### config.mk
export PLATFORM = sky130hd
export DESIGN_NAME = swt_debounce
export DESIGN_NICKNAME = d
export VERILOG_FILES = /design/src/rtl/swt_debounce.sv
export SDC_FILE = /design/constraint.sdc
export NUM_CORES = 1
export LEC_CHECK = 0
export ABC_AREA = 1
export CAP_MARGIN = 20
export CORE_MARGIN = 1.5
export CORE_UTILIZATION = 45
export DETAILED_ROUTE_END_ITERATION = 8
export DONT_BUFFER_PORTS = 1
export SYNTH_ARGS = -nofsm -noshare
export SYNTH_HDL_FRONTEND = slang
export SYNTH_SLANG_ARGS = --single-unit
### constraint.sdc
create_clock -name clk -period 1.88 [get_ports clk]
set_input_delay 0.376 -clock clk [delete_from_list [all_inputs] [get_ports clk]]
set_output_delay 0.376 -clock clk [all_outputs]
set_load 0.05 [all_outputs]
### src/rtl/swt_debounce.sv
// rtl/swt_debounce.sv - per-bit synchronise and debounce of slide switches with edge pulses
// Edge outputs are built only when SWT_DEBOUNCE_EDGE_EN is defined; otherwise tied to 0.
module swt_debounce #(
  parameter int WIDTH           = 8,
  parameter int DEBOUNCE_CYCLES = 1000000,
  parameter int CNT_W           = 24
) (
  input  logic             clk,
  input  logic             rst,
  input  logic [WIDTH-1:0] swt_raw,
  output logic [WIDTH-1:0] swt,
  output logic [WIDTH-1:0] swt_rise,
  output logic [WIDTH-1:0] swt_fall,
  output logic             swt_changed
);

  localparam logic [CNT_W-1:0] LP_LAST = CNT_W'(DEBOUNCE_CYCLES - 1);

  logic [WIDTH-1:0] r_s1;
  logic [WIDTH-1:0] r_s2;
  logic [WIDTH-1:0] r_swt;
  logic [CNT_W-1:0] r_cnt [WIDTH];
  logic [WIDTH-1:0] w_accept;

  // A bit is accepted on the edge where its mismatch has persisted for the full window.
  always_comb begin
    w_accept = '0;
    for (int i = 0; i < WIDTH; i++) begin
      w_accept[i] = (r_s2[i] != r_swt[i]) && (r_cnt[i] == LP_LAST);
    end
  end

  always_ff @(posedge clk) begin
    if (rst) begin
      r_s1  <= '0;
      r_s2  <= '0;
      r_swt <= '0;
      for (int i = 0; i < WIDTH; i++) begin
        r_cnt[i] <= '0;
      end
    end else begin
      r_s1 <= swt_raw;
      r_s2 <= r_s1;
      for (int i = 0; i < WIDTH; i++) begin
        if (r_s2[i] == r_swt[i]) begin
          r_cnt[i] <= '0;
        end else if (w_accept[i]) begin
          r_swt[i] <= r_s2[i];
          r_cnt[i] <= '0;
        end else begin
          r_cnt[i] <= r_cnt[i] + 1'b1;
        end
      end
    end
  end

  assign swt = r_swt;

`ifdef SWT_DEBOUNCE_EDGE_EN
  logic [WIDTH-1:0] r_rise;
  logic [WIDTH-1:0] r_fall;
  logic             r_changed;

  // The accepted value is r_s2, so it alone decides the direction of the pulse.
  always_ff @(posedge clk) begin
    if (rst) begin
      r_rise    <= '0;
      r_fall    <= '0;
      r_changed <= 1'b0;
    end else begin
      r_rise    <= w_accept & r_s2;
      r_fall    <= w_accept & ~r_s2;
      r_changed <= |w_accept;
    end
  end

  assign swt_rise    = r_rise;
  assign swt_fall    = r_fall;
  assign swt_changed = r_changed;
`else
  assign swt_rise    = '0;
  assign swt_fall    = '0;
  assign swt_changed = 1'b0;
`endif

endmodule

==> flow_summary.yaml <==
run_status:
  status: "finished, final reports clean"
critical_path:
  crit_end: "r_cnt[0][46]$_SDFFCE_PN0P_"
  start_kind: "flop"
  crit_family: "simple AND/OR/NAND/NOR gates"
  critical_path_arrival_ps: 2010
  critical_path_depth: 7
  crit_required_ps: 2160
  ff2ff_path_depth: 7
  crit_path_end_kind: "flop"
  worstReg2RegStart: "r_cnt[0][24]$_SDFFCE_PN0P_"
  path_max_fanout: 24
  path_class: "flop to flop"
  reg2reg_to: "r_cnt[0][46]$_SDFFCE_PN0P_"
  critPathMaxStageDelay_ps: 390
  cp_cell_sequence: "ha_2, nand3_2, nor3_2, nand3_1, nand2_2, buf_12, nor2_1"
  r2r_setup_slack_ps: 150
  critPathSlowestCell: "edfxtp_1"
  cp_num_buf_inv: 1
  worstSetupStartpoint: "r_cnt[0][24]$_SDFFCE_PN0P_"
global_routing:
  grt_max_degree: 25
  antenna_found_initial: 1
  grt_pass1_vias: 9732
  grt_pass1_wl_um: 44250
  overflow: 0
  grt_usage: 0.1741
detailed_routing:
  vias: 10440
  drt-initial-drc-count: 552
  drc_errors: 0
  wl_per_cell_um: 11.15
  vias_per_cell: 4.557
  postRouteAntennaNets: 0
  wl_um: 25550
  drt_first_pass_iters: 5
pwr:
  power_frac_comb: 0.053
  p_leak_uw: 0.005885
  ir_drop_mv: 0.6714
  switching_power_uw: 2575
  power_density_nw_per_um2: 734.4
  swShare: 0.2304
  internal_power_uw: 8598
  seqPwrFrac: 0.503
  finalPower_uw: 11170
  pwr-share-clk: 0.444
clock_tree:
  cts_buffer_depth: 3
  cts_tree: "yes"
  clock-sinks: 216
  cts.clk_slew.worst_paths_ps: 60
  cts_root_buffer: "clkbuf_16"
  cts_made_buffers: 27
  clock_latency_ps: 530
  htree_levels: 1
finish:
  layout.nets: 1904
  n_antenna_cell: 0
  drive_above_1_share: 0.06397
  finalNonFillerCells: 2291
  syn2layout_area_growth_pct: 16.99
  fillCellCount: 2851
logic_synthesis:
  synth_top_area_frac: 0.4434
  synthDistinctLibCells: 32
  synthCells: 1648
  synth_edf_count: 192
  ys.flop_type: "edfxtp_1"
  synth_area_per_cell_um2: 7.891
  synth_area_leader_cell: "edfxtp_1"
  async_reset_ff_frac: 0
  synth.cell_area_um2: 13000
  ys_warn_count: 0
  synth_area_leaders: "edfxtp_1 44%, nand2_1 13%, nor2_1 12%, inv_1 4.4%, xor2_1 3.7%"
  synth_seq_area_share: 0.4803
  ys_ff_latch: 216
timing:
  fin_crit_ps: 1729
  tns_ps: 0
  skew_ps: 7.189
  rsz0062_at_grt: "no"
  worst_pin_slew_ps: 907.4
  slew_headroom: 0.3930
  setup_viol: 0
  fin_crit_sh: 0.9199
  max_freq_mhz: 578.3
  hold_viol: 0
  slew_violations: 0
placement:
  dp_hpwl_um: 19030
  port_buffers: 0
  place.gp.congestion: 0.8790
  placedCellCount: 2230
worst_hold_path:
  hp-class: "input port to flop"
floorplan:
  die_y_um: 173.0
  start_util: 0.4555
  die_width_um: 173.0
  num_io_pins: 35
  dieArea_um2: 29930
  core_area_um2: 28550
  num_rows: 62
run:
  cap_violations: 0
==> cells by family (layout without fill, tap and decap cells) <==
group                    Yosys count  after routing  share of synthesized area
AO/OA/AOI/OAI                     99             99                    0.03983
XOR/XNOR                          92             92                    0.06196
adder cells (fa/ha/maj)            8              8                   0.007698
buffers and inverters            191            243                    0.06995
flip-flops                       216            216                     0.4803
other                              2            209                  0.0005775
AND/OR/NAND/NOR                 1040           1040                     0.3397
==> how the worst min path moves through the flow <==
stage                     cells past startpoint                from  slack [ps]                   to
final                                         3                 rst          60  swt[6]$_SDFFE_PP0P_
after global routing                          3                 rst          50  swt[2]$_SDFFE_PP0P_
after CTS                                     3                 rst          40  swt[6]$_SDFFE_PP0P_
after detailed placement                      2  r_s1[3]$_SDFF_PP0_         390   r_s2[3]$_SDFF_PP0_
after global placement                        2  r_s1[6]$_SDFF_PP0_         390   r_s2[6]$_SDFF_PP0_
after floorplan                               2  r_s1[0]$_SDFF_PP0_         390   r_s2[0]$_SDFF_PP0_
==> Yosys cell counts (2+ instances only) <==
| cell | count |
|---|---|
| inv_1 | 154 |
| nor2_1 | 407 |
| nor2_2 | 15 |
| nand3_1 | 76 |
| or2_0 | 8 |
| nor3_2 | 2 |
| xor2_1 | 55 |
| o21bai_1 | 8 |
| conb_1 | 2 |
| nand3_2 | 7 |
| dfxtp_1 | 24 |
| o21ai_0 | 13 |
| nor2_4 | 7 |
| ha_1 | 8 |
| buf_4 | 20 |
| xnor2_1 | 37 |
| nand4_1 | 35 |
| nand2_1 | 434 |
| nand2_2 | 10 |
| or2_2 | 3 |
| nor3_1 | 9 |
| buf_6 | 15 |
| edfxtp_1 | 192 |
| a21oi_1 | 77 |
| nand3b_1 | 23 |
==> through the flow <==
step           instance area, µm²  utilization  hold WS [ps]  setup WS (ps)
2_1_floorplan               13780            -         388.3          277.6
3_3_place_gp                14240       0.4989         390.5          53.73
3_5_place_dp                14240       0.4989         392.8          38.74
4_1_cts                     15180       0.5318         35.12          28.96
5_1_grt                     15210       0.5329         52.22          5.316
6_report                    15210       0.5329         62.43          150.7
==> layer usage <==
metal  wire (µm)  GRT usage  share of wire  vias up
li1            -          -              -     5570
met1       12720     0.2429           0.50     4696
met2       11430     0.2843           0.45      132
met3         903    0.02463          0.035       41
met4         493    0.04710          0.019        0
met5           0          0              0        -
==> tightest hold or removal path, cell delays in order <==
cell and delay [ps]:
inv_6 60, nand2_1 80, nor2_1 30
==> power by group through the flow <==
stage / clock [µW] / sequential, µW / combinational (µW)
floorplan: 0 / 5660 / 512
global placement: 0 / 5710 / 554
detailed placement: 0 / 5720 / 556
CTS: 5160 / 5620 / 582
global route: 5320 / 5650 / 685
finish: 4960 / 5620 / 591
==> layout make-up <==
| type | count | area (µm²) | area share |
|---|---|---|---|
| Tap cell | 384 | 480.5 | 0.03158 |
| Multi-Input combinational cell | 1448 | 6643 | 0.4366 |
| Clock inverter | 14 | 120.1 | 0.007895 |
| Sequential cell | 216 | 6246 | 0.4106 |
| Clock buffer | 36 | 729.5 | 0.04795 |
| Inverter | 155 | 586.8 | 0.03857 |
| Timing Repair Buffer | 38 | 407.9 | 0.02681 |
==> registers in the layout (all words and copies together) (netlist names) <==
signal,cells
r_cnt,192
r_s2,8
swt,8
r_s1,8
==> what timing repair did <==
item / in CTS / in global routing
hold buffers: 9 / 0
endpoints found under the setup margin: 0 / 50
gates resized for setup: 0 / 5
hold endpoints to repair: 16 / 0
setup buffers: 0 / 2
==> layout by cell type (no fill, tap or decap), drive strengths merged <==
cell         instances
bufinv               2
ha                   8
nand3               83
a21o                 1
a21oi               77
nand3b              25
clkinv              11
buf                 29
xnor2               37
nand4               35
dlygate4sd3          9
nor3                11
dfxtp               24
nor2               429
conb               209
clkbuf              36
nand2              445
edfxtp             192
and2                 1
o21ai               13
xor2                55
o21bai               8
inv                156
or2                 11
Note: power is estimated with default switching activity, not from simulation.
